<file path="src/rtl/mxu_pkg.sv">
// -----------------------------------------------------------------------------
// mxu_pkg
// Shared definitions for the MXU sequencer slice.
//   mxu_state_e   : sequencer FSM states
//   TARGET_Y_NONE : load_weight_target_y value that matches no array row
//   MXU_DATA_W    : default signed weight/activation width
//   MXU_ACC_W     : default signed partial-sum/result width
// -----------------------------------------------------------------------------
package mxu_pkg;

  typedef enum logic [2:0] {
    ST_IDLE,
    ST_LOAD_W,
    ST_COMPUTE,
    ST_DRAIN,
    ST_DONE
  } mxu_state_e;

  localparam logic [7:0] TARGET_Y_NONE = 8'hFF;
  localparam int         MXU_DATA_W    = 8;
  localparam int         MXU_ACC_W     = 24;

endpackage

</file>
<file path="src/rtl/mxu_seq_ctrl_if.sv">
// -----------------------------------------------------------------------------
// mxu_seq_ctrl_if
// Feeder/result streams of the MXU sequencer.
//   w_valid/w_ready/w_row   : weight rows, COLS*DATA_W, column 0 in LSBs
//   a_valid/a_ready/a_vec   : activation vectors, ROWS*DATA_W, row 0 in LSBs
//   res_valid/res_data      : deskewed result rows, COLS*ACC_W, no backpressure
// Modports:
//   master : the feeder / result consumer side
//   slave  : the sequencer (mxu_seq_ctrl)
// -----------------------------------------------------------------------------
interface mxu_seq_ctrl_if
  import mxu_pkg::*;
#(
  parameter int ROWS   = 4,
  parameter int COLS   = 4,
  parameter int DATA_W = MXU_DATA_W,
  parameter int ACC_W  = MXU_ACC_W
) ();

  logic                   w_valid;
  logic                   w_ready;
  logic [COLS*DATA_W-1:0] w_row;

  logic                   a_valid;
  logic                   a_ready;
  logic [ROWS*DATA_W-1:0] a_vec;

  logic                   res_valid;
  logic [COLS*ACC_W-1:0]  res_data;

  modport master (
    output w_valid, w_row, a_valid, a_vec,
    input  w_ready, a_ready, res_valid, res_data
  );

  modport slave (
    input  w_valid, w_row, a_valid, a_vec,
    output w_ready, a_ready, res_valid, res_data
  );

endinterface

</file>
<file path="src/rtl/mxu_deskew.sv">
// -----------------------------------------------------------------------------
// mxu_deskew
// Realigns the staggered bottom-row column results of the PE array into whole
// result rows. Column c is delayed by COLS-1-c cycles and then registered once
// more, so every column of one vector appears in the same output cycle.
// Ports:
//   clk, rst     : clock, synchronous active-high reset
//   i_col_data   : COLS*ACC_W bottom-row results from the array
//   o_row_data   : COLS*ACC_W aligned result row, column 0 in LSBs
// -----------------------------------------------------------------------------
module mxu_deskew
  import mxu_pkg::*;
#(
  parameter int COLS  = 4,
  parameter int ACC_W = MXU_ACC_W
) (
  input  logic                  clk,
  input  logic                  rst,
  input  logic [COLS*ACC_W-1:0] i_col_data,
  output logic [COLS*ACC_W-1:0] o_row_data
);

  for (genvar gi = 0; gi < COLS; gi++) begin : g_col
    localparam int DEPTH = COLS - 1 - gi;
    logic [ACC_W-1:0] r_out;

    if (DEPTH == 0) begin : g_direct
      always_ff @(posedge clk) begin
        if (rst) begin
          r_out <= '0;
        end else begin
          r_out <= i_col_data[gi*ACC_W +: ACC_W];
        end
      end
    end else begin : g_delay
      logic [ACC_W-1:0] r_sh [DEPTH];
      always_ff @(posedge clk) begin
        if (rst) begin
          for (int k = 0; k < DEPTH; k++) r_sh[k] <= '0;
          r_out <= '0;
        end else begin
          r_sh[0] <= i_col_data[gi*ACC_W +: ACC_W];
          for (int k = 1; k < DEPTH; k++) r_sh[k] <= r_sh[k-1];
          r_out <= r_sh[DEPTH-1];
        end
      end
    end

    assign o_row_data[gi*ACC_W +: ACC_W] = r_out;
  end

endmodule

</file>
<file path="src/rtl/mxu_seq_ctrl.sv">
// -----------------------------------------------------------------------------
// mxu_seq_ctrl
// Sequencer for a systolic MXU: loads a ROWS x COLS weight tile row by row,
// streams activation vectors into the array with per-row skew and emits the
// deskewed COLS-wide result rows in acceptance order.
// Ports:
//   clk, rst          : clock, synchronous active-high reset
//   start, num_vecs   : begin a job of num_vecs vectors (sampled in IDLE only)
//   abort             : abandon the job, back to IDLE, no done pulse
//   busy, done        : busy in every non-IDLE state, done = 1-cycle pulse
//   bus (slave)       : weight stream, activation stream, result stream
//   arr_load_phase    : array load_phase
//   arr_target_y      : array load_weight_target_y (8'hFF = no row)
//   arr_load_weight   : array top-edge load_weight
//   arr_act           : skewed activations into column 0 of each row
//   arr_psum_top      : top-row partial sum, constant 0
//   arr_result        : bottom-row results from the array
// Build option MXU_CTRL_STALL_CNT_EN adds stall_cnt / job_cycles counters.
// -----------------------------------------------------------------------------
module mxu_seq_ctrl
  import mxu_pkg::*;
#(
  parameter int ROWS   = 4,
  parameter int COLS   = 4,
  parameter int DATA_W = MXU_DATA_W,
  parameter int ACC_W  = MXU_ACC_W
) (
  input  logic                   clk,
  input  logic                   rst,
  input  logic                   start,
  input  logic [15:0]            num_vecs,
  input  logic                   abort,
  output logic                   busy,
  output logic                   done,
  mxu_seq_ctrl_if.slave          bus,
  output logic                   arr_load_phase,
  output logic [7:0]             arr_target_y,
  output logic [COLS*DATA_W-1:0] arr_load_weight,
  output logic [ROWS*DATA_W-1:0] arr_act,
  output logic [COLS*ACC_W-1:0]  arr_psum_top,
  input  logic [COLS*ACC_W-1:0]  arr_result
`ifdef MXU_CTRL_STALL_CNT_EN
  ,
  output logic [31:0]            stall_cnt,
  output logic [31:0]            job_cycles
`endif
);

  localparam int DRAIN_CYCLES = ROWS + COLS;
  localparam int DRAIN_W      = $clog2(DRAIN_CYCLES);
  localparam int PIPE_LEN     = ROWS + COLS;

  mxu_state_e       r_state;
  mxu_state_e       w_state_next;
  logic [15:0]      r_num_vecs;
  logic [7:0]       r_row_cnt;
  logic [15:0]      r_vec_cnt;
  logic [DRAIN_W-1:0] r_drain_cnt;
  logic [PIPE_LEN-1:0] r_vpipe;

  logic w_busy;
  logic w_w_acc;
  logic w_a_acc;
  logic w_flush;
  logic [COLS*ACC_W-1:0] w_res_data;

  assign w_busy  = (r_state != ST_IDLE);
  assign w_w_acc = (r_state == ST_LOAD_W) && bus.w_valid;
  assign w_a_acc = (r_state == ST_COMPUTE) && bus.a_valid;
  // Abort empties the in-flight pipes so no stale result row escapes later.
  assign w_flush = abort && w_busy;

  // ---------------------------------------------------------------- FSM
  always_ff @(posedge clk) begin
    if (rst) begin
      r_state <= ST_IDLE;
    end else begin
      r_state <= w_state_next;
    end
  end

  always_comb begin
    w_state_next    = r_state;
    busy            = w_busy;
    done            = 1'b0;
    bus.w_ready     = 1'b0;
    bus.a_ready     = 1'b0;
    arr_load_phase  = 1'b0;
    arr_target_y    = 8'h00;
    arr_load_weight = '0;

    case (r_state)
      ST_IDLE: begin
        if (start) w_state_next = ST_LOAD_W;
      end
      ST_LOAD_W: begin
        arr_load_phase = 1'b1;
        bus.w_ready    = 1'b1;
        // Without a valid row no array row may match the target.
        if (bus.w_valid) begin
          arr_target_y    = r_row_cnt;
          arr_load_weight = bus.w_row;
          if (r_row_cnt == 8'(ROWS - 1)) begin
            w_state_next = (r_num_vecs == 16'd0) ? ST_DONE : ST_COMPUTE;
          end
        end else begin
          arr_target_y = TARGET_Y_NONE;
        end
      end
      ST_COMPUTE: begin
        bus.a_ready = 1'b1;
        if (w_a_acc && (r_vec_cnt == r_num_vecs - 16'd1)) w_state_next = ST_DRAIN;
      end
      ST_DRAIN: begin
        if (r_drain_cnt == DRAIN_W'(DRAIN_CYCLES - 1)) w_state_next = ST_DONE;
      end
      ST_DONE: begin
        done         = 1'b1;
        w_state_next = ST_IDLE;
      end
      default: w_state_next = ST_IDLE;
    endcase

    if (w_flush) w_state_next = ST_IDLE;
  end

  // ---------------------------------------------------------------- counters
  always_ff @(posedge clk) begin
    if (rst) begin
      r_num_vecs  <= 16'd0;
      r_row_cnt   <= 8'd0;
      r_vec_cnt   <= 16'd0;
      r_drain_cnt <= '0;
    end else begin
      case (r_state)
        ST_IDLE: begin
          if (start) begin
            r_num_vecs  <= num_vecs;
            r_row_cnt   <= 8'd0;
            r_vec_cnt   <= 16'd0;
            r_drain_cnt <= '0;
          end
        end
        ST_LOAD_W:  if (w_w_acc) r_row_cnt <= r_row_cnt + 8'd1;
        ST_COMPUTE: if (w_a_acc) r_vec_cnt <= r_vec_cnt + 16'd1;
        ST_DRAIN:   r_drain_cnt <= r_drain_cnt + 1'b1;
        default:    ;
      endcase
    end
  end

  // ---------------------------------------------------------------- skew
  // Row r holds r+1 stages, so a vector accepted at T reaches row r at T+1+r.
  // Idle cycles shift in zeros (bubbles).
  for (genvar gi = 0; gi < ROWS; gi++) begin : g_skew
    logic [DATA_W-1:0] r_sk [gi+1];
    always_ff @(posedge clk) begin
      if (rst || w_flush) begin
        for (int k = 0; k <= gi; k++) r_sk[k] <= '0;
      end else begin
        r_sk[0] <= w_a_acc ? bus.a_vec[gi*DATA_W +: DATA_W] : '0;
        for (int k = 1; k <= gi; k++) r_sk[k] <= r_sk[k-1];
      end
    end
    assign arr_act[gi*DATA_W +: DATA_W] = r_sk[gi];
  end

  // ---------------------------------------------------------------- valid pipe
  // Tracks accepted vectors through skew + array + deskew latency (ROWS+COLS).
  always_ff @(posedge clk) begin
    if (rst || w_flush) begin
      r_vpipe <= '0;
    end else begin
      r_vpipe <= {r_vpipe[PIPE_LEN-2:0], w_a_acc};
    end
  end

  mxu_deskew #(
    .COLS  (COLS),
    .ACC_W (ACC_W)
  ) u_deskew (
    .clk        (clk),
    .rst        (rst),
    .i_col_data (arr_result),
    .o_row_data (w_res_data)
  );

  assign bus.res_valid = r_vpipe[PIPE_LEN-1];
  assign bus.res_data  = w_res_data;
  assign arr_psum_top  = '0;

`ifdef MXU_CTRL_STALL_CNT_EN
  always_ff @(posedge clk) begin
    if (rst) begin
      stall_cnt  <= 32'd0;
      job_cycles <= 32'd0;
    end else if ((r_state == ST_IDLE) && start) begin
      stall_cnt  <= 32'd0;
      job_cycles <= 32'd0;
    end else begin
      if (w_busy) job_cycles <= job_cycles + 32'd1;
      if ((r_state == ST_COMPUTE) && !bus.a_valid) stall_cnt <= stall_cnt + 32'd1;
    end
  end
`endif

endmodule
</file>
<file path="src/flat_wrapper.sv">
// flat-port wrapper written by rule: the top's interface ports become plain ports
module mxu_seq_ctrl_flat import mxu_pkg::*;
#(
  parameter int ROWS   = 4,
  parameter int COLS   = 4,
  parameter int DATA_W = MXU_DATA_W,
  parameter int ACC_W  = MXU_ACC_W
)
  (clk, rst, start, num_vecs, abort, busy, done, arr_load_phase, arr_target_y, arr_load_weight, arr_act, arr_psum_top, arr_result, bus_w_valid, bus_w_row, bus_a_valid, bus_a_vec, bus_w_ready, bus_a_ready, bus_res_valid, bus_res_data);
  mxu_seq_ctrl_if #(.ROWS(ROWS), .COLS(COLS), .DATA_W(DATA_W), .ACC_W(ACC_W)) bus_i ();
  input  logic clk;
  input  logic rst;
  input  logic start;
  input  logic [15:0] num_vecs;
  input  logic abort;
  output logic busy;
  output logic done;
  output logic arr_load_phase;
  output logic [7:0] arr_target_y;
  output logic [COLS*DATA_W-1:0] arr_load_weight;
  output logic [ROWS*DATA_W-1:0] arr_act;
  output logic [COLS*ACC_W-1:0] arr_psum_top;
  input  logic [COLS*ACC_W-1:0] arr_result;
  input wire logic [$bits(bus_i.w_valid)-1:0] bus_w_valid;
  input wire logic [$bits(bus_i.w_row)-1:0] bus_w_row;
  input wire logic [$bits(bus_i.a_valid)-1:0] bus_a_valid;
  input wire logic [$bits(bus_i.a_vec)-1:0] bus_a_vec;
  output wire logic [$bits(bus_i.w_ready)-1:0] bus_w_ready;
  output wire logic [$bits(bus_i.a_ready)-1:0] bus_a_ready;
  output wire logic [$bits(bus_i.res_valid)-1:0] bus_res_valid;
  output wire logic [$bits(bus_i.res_data)-1:0] bus_res_data;
  assign bus_i.w_valid = bus_w_valid;
  assign bus_i.w_row = bus_w_row;
  assign bus_i.a_valid = bus_a_valid;
  assign bus_i.a_vec = bus_a_vec;
  assign bus_w_ready = bus_i.w_ready;
  assign bus_a_ready = bus_i.a_ready;
  assign bus_res_valid = bus_i.res_valid;
  assign bus_res_data = bus_i.res_data;
  mxu_seq_ctrl #(.ROWS(ROWS), .COLS(COLS), .DATA_W(DATA_W), .ACC_W(ACC_W)) u_core (.clk(clk), .rst(rst), .start(start), .num_vecs(num_vecs), .abort(abort), .busy(busy), .done(done), .bus(bus_i), .arr_load_phase(arr_load_phase), .arr_target_y(arr_target_y), .arr_load_weight(arr_load_weight), .arr_act(arr_act), .arr_psum_top(arr_psum_top), .arr_result(arr_result));
endmodule
</file>
<file path="config.mk">
export PLATFORM = sky130hd
export DESIGN_NAME = mxu_seq_ctrl_flat
export DESIGN_NICKNAME = d
export VERILOG_FILES = /design/src/rtl/mxu_pkg.sv /design/src/rtl/mxu_seq_ctrl_if.sv /design/src/rtl/mxu_deskew.sv /design/src/rtl/mxu_seq_ctrl.sv /design/src/flat_wrapper.sv
export SDC_FILE = /design/constraint.sdc
export NUM_CORES = 1
export LEC_CHECK = 0
export ABC_AREA = 1
export CORE_ASPECT_RATIO = 0.6
export CORE_UTILIZATION = 41
export DETAILED_ROUTE_END_ITERATION = 10
export PLACE_DENSITY = 0.75
export SYNTH_ARGS = -nofsm -noshare
export SYNTH_HDL_FRONTEND = slang
export SYNTH_HIERARCHICAL = 1
export SYNTH_SLANG_ARGS = --single-unit
</file>
<file path="constraint.sdc">
create_clock -name clk -period 1.9 [get_ports clk]
set_clock_uncertainty 0.05 [all_clocks]
set_input_delay 0.19 -clock clk [delete_from_list [all_inputs] [get_ports clk]]
set_output_delay 0.19 -clock clk [all_outputs]
set_load 0.005 [all_outputs]
</file>
==> results of run 1 <==
-- how the worst max path moves through the flow --
stage / end / startpoint / slack, ns
floorplan: u_core/r_state[0]$_SDFFE_PP0P_ / u_core/r_num_vecs[0]$_SDFFE_PP0P_ / 0.15
global placement: u_core/r_state[0]$_SDFFE_PP0P_ / u_core/r_num_vecs[0]$_SDFFE_PP0P_ / -0.04
detailed placement: u_core/r_state[0]$_SDFFE_PP0P_ / u_core/r_num_vecs[0]$_SDFFE_PP0P_ / -0.16
CTS: arr_load_weight[17] / u_core/r_state[0]$_SDFFE_PP0P_ / -0.18
global route: u_core/r_state[0]$_SDFFE_PP0P_ / u_core/r_num_vecs[6]$_SDFFE_PP0P_ / -0.22
finish: arr_load_weight[17] / u_core/r_state[0]$_SDFFE_PP0P_ / -0.10
-- flip-flops by register name, summed over array words and instances, names as in the netlist --
register	cells
u_core/r_drain_cnt	3
u_core/u_deskew/g_col.r_out	96
u_core/r_state	3
u_core/r_vpipe	8
u_core/r_num_vecs	16
u_core/g_skew.r_sk	80
u_core/r_vec_cnt	16
u_core/r_row_cnt	8
u_core/u_deskew/g_col.g_delay.r_sh	144
-- what timing repair did --
| action | CTS | global route |
|---|---|---|
| endpoints found under the setup margin | 49 | 52 |
| hold buffers | 1 | 0 |
| buffers inserted | 6 | 11 |
| pin swaps | 7 | 15 |
| gates cloned | 4 | 3 |
| hold endpoints to repair | 4 | 0 |
| gates resized for setup | 159 | 146 |
-- stage by stage --
stage                     total power [mW]  setup slack, ns  cell area, um2  setup TNS, ns  hold slack [ns]
final                                 19.8           -0.101           18500         -0.282            0.149
after global routing                  20.8           -0.222           18500          -2.29            0.128
after CTS                             19.5           -0.177           18200          -3.78            0.114
after detailed placement              11.9           -0.164           16800         -0.678            0.342
after global placement                11.8          -0.0420           16800        -0.0831            0.339
after floorplan                       10.6            0.153           13700              0            0.247
-- cell usage in the layout, fill, tap and decap left out, drive strengths merged --
cell type	count
xor2	4
xnor2	6
o21bai	2
nor3	16
a21oi	42
nand4	4
ha	6
dfxtp	374
clkdlybuf4s50	309
nor3b	2
o21ai	29
nand2	139
nor2	419
o211a	1
nor4	2
o21a	2
clkbuf	53
a41oi	1
a211oi	1
dlygate4sd3	1
buf	85
clkinv	7
or2	1
inv	399
clkinvlp	3
bufinv	4
dlygate4sd2	3
nand3b	1
conb	96
nand3	26
-- critical path: cells and delay by family (launching register included) --
kind                   cells  cell delay, ns
buffers and inverters      5            0.61
AND/OR/NAND/NOR            3            0.26
flip-flops                 1            0.39
-- power groups by stage --
stage | Clock (mW) | Combinational, mW | Sequential [mW]
2_1_floorplan | 0 | 1.99 | 8.59
3_3_place_gp | 0 | 3.23 | 8.61
3_5_place_dp | 0 | 3.29 | 8.62
4_1_cts | 7.38 | 3.63 | 8.46
5_1_grt | 7.71 | 4.59 | 8.52
6_report | 7.15 | 4.21 | 8.48
-- final cells by class --
type	count	share of cell area
Inverter	400	0.0817
Clock buffer	45	0.0544
Tap cell	416	0.0281
Multi-Input combinational cell	800	0.204
Timing Repair Buffer	406	0.217
Clock inverter	13	0.00974
Sequential cell	374	0.405
-- per-layer routing --
metal / track usage / vias up / wire, um / part of all wire
met5: 0 / - / 0 / 0
met3: 0.0547 / 52 / 2600 / 0.084
met4: 0.0469 / 0 / 585 / 0.019
met2: 0.279 / 310 / 14200 / 0.46
li1: - / 5223 / - / -
met1: 0.233 / 4630 / 13800 / 0.44
-- logic make-up (layout without fill, tap and decap cells) --
| family | count (synthesis) | in the layout |
|---|---|---|
| simple gates | 610 | 610 |
| flops | 374 | 374 |
| buf+inv | 562 | 864 |
| other cells | 1 | 96 |
| xor+xnor | 10 | 10 |
| compound gates | 78 | 78 |
| fa+ha+maj | 6 | 6 |
==> results.yml, run 1 <==
drt:
  drc: 0
  ant_nets: 0
  drt-wirelength-per-cell_um: 12.7
  dr.pass1.iters: 5
  routed_wl_um: 31100
  via_per_inst: 4.16
  drt_iter0_markers: 572
  dr_total_vias: 10200
clock_tree:
  clock_sinks: 374
  cts_buffers: 35
  root_buffer: "clkbuf_16"
  htreeDepth: 2
  cts_tree: "yes"
  clkLatencyLatePin_ns: 0.50
  clkTransAtPathRegs_ns: 0.07
  cts_max_path_buffers: 3
yosys:
  ys_top_cells_by_count: "413 x nor2_1, 392 x inv_1, 374 x dfxtp_1"
  synth_xor_area_frac: 0.00659
  synth_compound_area_frac: 0.0310
  ys_ff_latch: 374
  async_reset_ff_frac: 0
  synth_cell_types: 40
  seq_area_frac_synth: 0.563
  muxShareOfSynthArea: 0
  synth_top_cell_by_area: "dfxtp_1"
  synthAdderAreaFrac: 0.00565
  synth-simple-area-share: 0.189
  avgSynthCellArea_um2: 8.10
  netlist_instances: 1641
  synthFlopType: "dfxtp_1"
  synth_top_family_by_area: "buffers and inverters"
  yosys_warnings: 6
  synth_edf_count: 0
  synth.most_common_cell: "nor2_1"
  synth_top_area_frac: 0.563
  synth_area_leaders: "dfxtp_1 56%, nor2_1 12%, inv_1 11%"
  synthesis.area_um2: 13300
cells_and_area:
  drive_gt1_frac: 0.129
  fillers: 2730
  area.sequential_um2: 7500
  multi_input_area_um2: 3770
  antennaDiodeCount: 0
  area_growth_pct: 39.2
  final_cells: 2454
  post-route-util: 0.587
  layout.nets: 2205
sta:
  rsz0062_at_grt: "true"
  max_slew_margin: 0.444
  max_clock_freq_mhz: 500
  worstMarginPinSlew_ns: 0.834
  layout_setup_ws_ns: -0.101
  slew_viol_final: 0
  finalHoldViolations: 0
  setup_viol: 8
  finalCriticalPeriod_ns: 2.00
  fin_crit_sh: 1.05
floorplan:
  rows: 50
  die_width_um: 234
  die_h_um: 141
  start_util: 0.422
  io_pins: 452
  dieArea_um2: 33200
  core_um2: 31500
power_and_ir_drop:
  power.internal_mw: 14.5
  peakVddDrop_mv: 0.611
  powerDensity_nw_per_um2: 1070
  power.clock.fraction: 0.360
  p_switching_mw: 5.34
  p_leak_nw: 8.38
  pwr-share-seq: 0.427
  swShare: 0.269
  combPwrFrac: 0.212
worst_setup_path:
  crit_path_end_kind: "output port"
  worstRegToRegCells: 17
  worstSetupStartpointType: "flop"
  max_stage_delay_ns: 0.39
  path_max_fanout: 5
  cp_slowest_cell: "dfxtp_4"
  arrival_ns: 1.76
  critPathRequiredTime_ns: 1.66
  r2r_start: "u_core/r_num_vecs[0]$_SDFFE_PP0P_"
  path_cells: "inv_6 > nor2_4 > nand2_4 > buf_12 > clkbuf_16 > buf_6 > nor2_4 > buf_2"
  rrSetupSlack_ns: -0.07
  crit_top_cell: "nor2_4"
  path_class: "reg2out"
  worstReg2RegEnd: "u_core/r_state[0]$_SDFFE_PP0P_"
global_routing:
  antenna_found_initial: 1
  grt_first_pass_wirelength_um: 46600
  gr-total-overflow: 0
  grt_pass1_vias: 9336
  grt_usage: 0.177
  grt_start_max_net_pins: 204
hold_path:
  hold_path_end: "u_core/u_deskew/g_col[1].g_delay.r_sh[0][19]$_SDFF_PP0_"
  min_from: "arr_result[43]"
  worstHoldPathCells: 3
  min_path_type: "in2reg"
place:
  dp_hpwl_um: 22100
  portBuffers: 355
  place_congestion: 0.909
  dp_cells: 2372
job:
  max_cap_violations: 0
status:
  outcome: "complete, but fails checks"
  violations: "negative setup slack"
Power figures use the tool's default switching activity.
==> inputs of run 2 (changes only) <==
--- a/config.mk
+++ b/config.mk
@@ -9,7 +9,8 @@
 export CORE_ASPECT_RATIO = 0.6
 export CORE_UTILIZATION = 41
 export DETAILED_ROUTE_END_ITERATION = 10
-export PLACE_DENSITY = 0.75
+export GPL_TIMING_DRIVEN = 0
+export PLACE_DENSITY = 0.76
 export SYNTH_ARGS = -nofsm -noshare
 export SYNTH_HDL_FRONTEND = slang
 export SYNTH_HIERARCHICAL = 1
==> results.yml, run 2 (synthesized netlist as in run 1, its figures left out) <==
floorplan:
  dieArea_um2: 33200
  die_width_um: 234
  start_util: 0.422
  die_h_um: 141
  core_um2: 31500
  rows: 50
  io_pins: 452
clock_tree:
  postCtsHoldBufs: 0
  clock_sinks: 374
  root_buffer: "clkbuf_16"
  clkLatencyLatePin_ns: 0.51
  clkTransAtPathRegs_ns: 0.06
  cts_max_path_buffers: 3
  cts_tree: "yes"
  htreeDepth: 2
  cts_buffers: 36
sta:
  setup_viol: 36
  fin_crit_sh: 1.08
  finalCriticalPeriod_ns: 2.05
  layout_setup_ws_ns: -0.150
  max_slew_margin: 0.620
  slew_viol_final: 0
  worstMarginPinSlew_ns: 0.571
  rsz0062_at_grt: "true"
  finalHoldViolations: 0
  max_clock_freq_mhz: 488
global_routing:
  grt_first_pass_wirelength_um: 51400
  grt_start_max_net_pins: 17
  grt_usage: 0.197
  antenna_found_initial: 3
  gr-total-overflow: 0
  grt_pass1_vias: 10100
place:
  portBuffers: 354
  post_dp_cell_area_um2: 17700
  place_congestion: 0.921
  dp_hpwl_um: 25500
cells_and_area:
  top_regs: "u_core/u_deskew/g_col.g_delay.r_sh (144), u_core/u_deskew/g_col.r_out (96), u_core/g_skew.r_sk (80)"
  fillers: 2563
  multi_input_area_um2: 3870
  layout.nets: 2366
  largest_reg_flops: 144
  layout_common_cells: "385 x inv_1, 378 x nor2_1, 369 x dfxtp_1"
  area.sequential_um2: 7490
  drive_gt1_frac: 0.187
  regMostFlops: "u_core/u_deskew/g_col.g_delay.r_sh"
  final_cell_area_um2: 19700
  area_growth_pct: 48.5
  final_common_cell: "inv_1"
worst_setup_path:
  worstReg2RegEnd: "u_core/r_vec_cnt[13]$_SDFFE_PP0P_"
  max_stage_delay_ns: 0.36
  path_cells: "inv_4 > nor2_4 > nand2_4 > buf_12 > buf_8 > clkbuf_16 > nor2_4 > buf_2"
  critPathRequiredTime_ns: 1.66
  worstRegToRegCells: 15
  path_class: "reg2out"
  arrival_ns: 1.81
  worstSetupStartpointType: "flop"
  crit_top_cell: "nor2_4"
  rrSetupSlack_ns: -0.13
  r2r_start: "u_core/r_state[0]$_SDFFE_PP0P_"
  path_max_fanout: 5
  startpoint: "u_core/r_state[0]$_SDFFE_PP0P_"
  cp_slowest_cell: "dfxtp_2"
  crit_path_end_kind: "output port"
hold_path:
  min_path_type: "in2reg"
  hold_path_end: "u_core/u_deskew/g_col[2].g_delay.r_sh[0][10]$_SDFF_PP0_"
  min_from: "rst"
  worstHoldPathCells: 3
drt:
  via_per_inst: 4.12
  wl_met1_um: 14700
  routed_wl_um: 34400
  routed-wl-met3_um: 2860
  dr_total_vias: 10800
  ant_nets: 0
  topRoutingLayerUsed: "met5"
  drt-wirelength-per-cell_um: 13.1
  drc: 0
  dr.pass1.iters: 5
  met2WireLength_um: 16200
  drt_iter0_markers: 572
power_and_ir_drop:
  power_mw: 20.1
  peakVddDrop_mv: 0.595
  powerDensity_nw_per_um2: 1020
  p_leak_nw: 9.27
status:
  violations: "negative setup slack"
  outcome: "complete, but fails checks"
job:
  max_cap_violations: 0
run 2: cell types whose count changed in the layout (fill, tap and decap cells not counted), sizes merged:
cell | before | now
buf | 85 | 234
bufinv | 4 | 3
clkbuf | 53 | 65
clkdlybuf4s15 | 0 | 1
clkinv | 7 | 12
clkinvlp | 3 | 2
diode | 0 | 2
dlygate4sd2 | 3 | 2
dlygate4sd3 | 1 | 0
dlymetal6s2s | 0 | 2
run 2: worst max-delay path by stage:
stage | to | slack (ns) | depth (start not counted)
2_1_floorplan | u_core/r_state[0]$_SDFFE_PP0P_ | 0.15 | 13
3_3_place_gp | arr_load_weight[31] | -0.36 | 5
3_5_place_dp | u_core/g_skew[2].r_sk[0][20]$_SDFF_PP0_ | -0.39 | 6
4_1_cts | bus_w_ready | -0.21 | 5
5_1_grt | u_core/r_vec_cnt[13]$_SDFFE_PP0P_ | -0.21 | 15
6_report | arr_load_weight[31] | -0.15 | 8
run 2: per-stage QoR:
step | utilization | hold WS (ns) | cells | setup slack (ns) | setup TNS [ns]
floorplan | - | 0.247 | 1736 | 0.153 | 0
global placement | 0.562 | 0.339 | 2506 | -0.362 | -18.98
finish | 0.626 | 0.0724 | 2621 | -0.150 | -2.96
global route | 0.626 | 0.0569 | 2619 | -0.213 | -8.89
CTS | 0.606 | 0.0408 | 2591 | -0.215 | -0.576
detailed placement | 0.562 | 0.342 | 2506 | -0.385 | -23.18
run 2: per-layer routing:
layer	vias up	GRT usage
li1	5552	-
met1	4840	0.252
met2	345	0.329
met3	60	0.0508
met4	2	0.0543
met5	-	0
run 2: what timing repair did:
item                                   CTS  global route
setup buffers                           22            26
endpoints found under the hold margin    0             0
gates resized for setup                182           172
setup endpoints to repair               95           109
cloned                                   0             2
pin swaps                                8            20
run 2: cell type report:
type / count / share of cell area
buffer: 162 / 0.0644
inverter: 400 / 0.0772
sequential: 374 / 0.379
antenna: 2 / 0.000253
timing repair buffer: 404 / 0.197
clock buffer: 47 / 0.0508
multi-input combinational: 800 / 0.196
clock inverter: 16 / 0.00893
tap: 416 / 0.0264
run 2: worst max-delay path: cells and delay by family, from the launching register on:
family	cells	cell delay (ns)
DFF	1	0.36
buffers and inverters	5	0.61
and+or+nand+nor	3	0.33
run 2: where the power goes:
part / internal [mW] / switching (mW) / total (mW)
logic: 2.15 / 2.37 / 4.52
registers: 8.25 / 0.227 / 8.48
clock network: 4.16 / 2.92 / 7.08
total: 14.6 / 5.51 / 20.1
==> inputs of run 3 (changes only) <==
--- a/config.mk
+++ b/config.mk
@@ -5,12 +5,13 @@
 export SDC_FILE = /design/constraint.sdc
 export NUM_CORES = 1
 export LEC_CHECK = 0
-export ABC_AREA = 1
 export CORE_ASPECT_RATIO = 0.6
-export CORE_UTILIZATION = 41
+export CORE_UTILIZATION = 42
+export CTS_BUF_LIST = sky130_fd_sc_hd__clkbuf_8
 export DETAILED_ROUTE_END_ITERATION = 10
 export GPL_TIMING_DRIVEN = 0
-export PLACE_DENSITY = 0.76
+export PLACE_DENSITY = 0.79
+export SETUP_SLACK_MARGIN = 0.05
 export SYNTH_ARGS = -nofsm -noshare
 export SYNTH_HDL_FRONTEND = slang
 export SYNTH_HIERARCHICAL = 1
==> results.yml, run 3 <==
sta:
  max_slew_margin: 0.624
  worstMarginPinSlew_ns: 0.564
  max_clock_freq_mhz: 456
  rsz0062_at_grt: "true"
  finalCriticalPeriod_ns: 2.19
  fin_crit_sh: 1.15
  finalHoldViolations: 0
  layout_setup_ws_ns: -0.291
  slew_viol_final: 0
  setup_viol: 34
worst_setup_path:
  crit_path_end_kind: "flop"
  path_max_fanout: 5
  worstSetupStartpointType: "flop"
  path_class: "reg2reg"
  arrival_ns: 2.64
  critPathRequiredTime_ns: 2.35
  rrSetupSlack_ns: -0.29
global_routing:
  grt_first_pass_wirelength_um: 46400
  grt_start_max_net_pins: 16
  grt_pass1_vias: 8645
  grt_usage: 0.198
  gr-total-overflow: 0
  antenna_found_initial: 1
yosys:
  synth_top_area_frac: 0.599
  netlist_instances: 1170
  synth_edf_count: 0
  avgSynthCellArea_um2: 10.7
  synthesis.area_um2: 12500
  seq_area_frac_synth: 0.599
  synth.most_common_cell: "dfxtp_1"
  synth_area_leaders: "dfxtp_1 60%, nor2b_1 12%, buf_4 6.8%"
  ys_top_cells_by_count: "374 x dfxtp_1, 241 x nor2b_1, 113 x buf_4"
  synthFlopType: "dfxtp_1"
  yosys_warnings: 6
  synth_cell_types: 56
  ys_ff_latch: 374
  synth_top_cell_by_area: "dfxtp_1"
  async_reset_ff_frac: 0
drt:
  dr.pass1.iters: 5
  drt-wirelength-per-cell_um: 15.1
  ant_nets: 0
  drc: 0
  drt_iter0_markers: 532
  via_per_inst: 4.27
  topRoutingLayerUsed: "met4"
  routed_wl_um: 32600
  met2WireLength_um: 15400
  wl_met1_um: 13500
  dr_total_vias: 9221
  routed-wl-met3_um: 2730
job:
  max_cap_violations: 0
status:
  violations: "negative setup slack"
  outcome: "complete, but fails checks"
clock_tree:
  cts_max_path_buffers: 3
  root_buffer: "clkbuf_8"
  clock_sinks: 374
  cts_buffers: 52
  clkLatencyLatePin_ns: 0.60
  clkTransAtPathRegs_ns: 0.07
  htreeDepth: 2
  cts_tree: "yes"
cells_and_area:
  largest_reg_flops: 144
  layout_common_cells: "366 x dfxtp_1, 309 x clkdlybuf4s50_1, 241 x nor2b_1"
  final_cells: 2158
  final_cell_area_um2: 18800
  area.sequential_um2: 7500
  final_common_cell: "dfxtp_1"
  area_growth_pct: 50.4
  post-route-util: 0.648
  multi_input_area_um2: 4470
  drive_gt1_frac: 0.227
  fillers: 2187
  layout.nets: 1907
  regMostFlops: "u_core/u_deskew/g_col.g_delay.r_sh"
  top_regs: "u_core/u_deskew/g_col.g_delay.r_sh (144), u_core/u_deskew/g_col.r_out (96), u_core/g_skew.r_sk (80)"
place:
  place_congestion: 0.879
  dp_cells: 2019
  portBuffers: 354
  post_dp_cell_area_um2: 16900
  place_ws_ns: -0.861
  dp_hpwl_um: 22800
power_and_ir_drop:
  peakVddDrop_mv: 0.669
  p_leak_nw: 8.15
  powerDensity_nw_per_um2: 889
floorplan:
  start_util: 0.431
  die_h_um: 136
  core_um2: 29000
  io_pins: 452
  dieArea_um2: 30500
  die_width_um: 225
  rows: 48
hold_path:
  min_path_type: "in2reg"
-- run 3: cell count changes in the layout (fill, tap and decap cells not counted), sizes merged, moves of 6 or more --
| cell | before | now |
|---|---|---|
| and2 | 0 | 89 |
| and3 | 0 | 37 |
| a21oi | 42 | 34 |
| nor3 | 16 | 3 |
| o21ai | 29 | 7 |
| nor2 | 419 | 33 |
| clkbuf | 65 | 86 |
| xnor2 | 6 | 20 |
| nand2 | 139 | 49 |
| clkinv | 12 | 6 |
| nand3 | 26 | 19 |
| nor2b | 0 | 241 |
| inv | 399 | 32 |
| xor2 | 4 | 20 |
-- run 3: metrics by stage --
step	power, mW	setup TNS [ns]	hold slack [ns]
6_report	16.7	-5.47	0.0691
5_1_grt	17.4	-7.53	0.0483
4_1_cts	16.7	-6.25	0.0277
3_5_place_dp	10.1	-50.21	0.360
3_3_place_gp	10.0	-45.16	0.358
2_1_floorplan	9.21	0	0.268
-- run 3: critical path: stages, from the launching register on --
cell and delay, ns:
dfxtp_2 0.36, inv_1 0.09, ha_1 0.21, nor3b_4 0.28, nand3_2 0.17, o31ai_2 0.35, nor4b_4 0.29, nand4_1 0.17
o21ai_1 0.16
-- run 3: path summary, 6_finish.rpt --
check / start / to / cells after the start
max: u_core/r_num_vecs[0]$_SDFFE_PP0P_ / u_core/r_state[0]$_SDFFE_PP0P_ / 8
min: rst / u_core/u_deskew/g_col[0].r_out[12]$_SDFF_PP0_ / 3
max reg2reg: u_core/r_num_vecs[0]$_SDFFE_PP0P_ / u_core/r_state[0]$_SDFFE_PP0P_ / 8
min reg2reg: u_core/u_deskew/g_col[1].g_delay.r_sh[1][7]$_SDFF_PP0_ / u_core/u_deskew/g_col[1].r_out[7]$_SDFF_PP0_ / 1
-- run 3: layout make-up --
cell class,instances,share of cell area
tap,400,0.0266
antenna,1,0.000133
buffer,166,0.0629
sequential,374,0.399
timing repair buffer,405,0.212
multi-input combinational,705,0.238
clock inverter,28,0.0117
clock buffer,64,0.0469
inverter,15,0.00326
-- run 3: report_power, final --
| part | internal (mW) | switching (mW) |
|---|---|---|
| Clock | 3.48 | 2.96 |
| Combinational | 1.21 | 0.857 |
| Sequential | 8.09 | 0.116 |
| Total | 12.8 | 3.93 |
-- run 3: cells by family (layout without fill, tap and decap cells) --
kind of cell | after synthesis | count (layout) | synth area share
muxes | 3 | 3 | 0.00240
AOI/OAI and AO/OA | 57 | 57 | 0.0287
xor gates and xnor gates | 40 | 40 | 0.0280
DFF | 374 | 374 | 0.599
adders and majority gates | 6 | 6 | 0.00601
other | 1 | 97 | 0.000300
buffers and inverters | 186 | 678 | 0.0961
and+or+nand+nor | 503 | 503 | 0.239
-- run 3: per-layer routing --
metal | global-route usage | vias up
li1 | - | 4576
met1 | 0.247 | 4181
met2 | 0.325 | 375
met3 | 0.0642 | 89
met4 | 0.0616 | 0
met5 | 0 | -
-- run 3: repair_timing --
item / 4_1_cts / 5_1_grt
pin swaps: 41 / 27
setup endpoints to repair: 157 / 113
gates resized for setup: 284 / 66
endpoints found under the hold margin: 79 / 0
hold buffers: 1 / 0
setup buffers: 30 / 20
cloned: 1 / 0
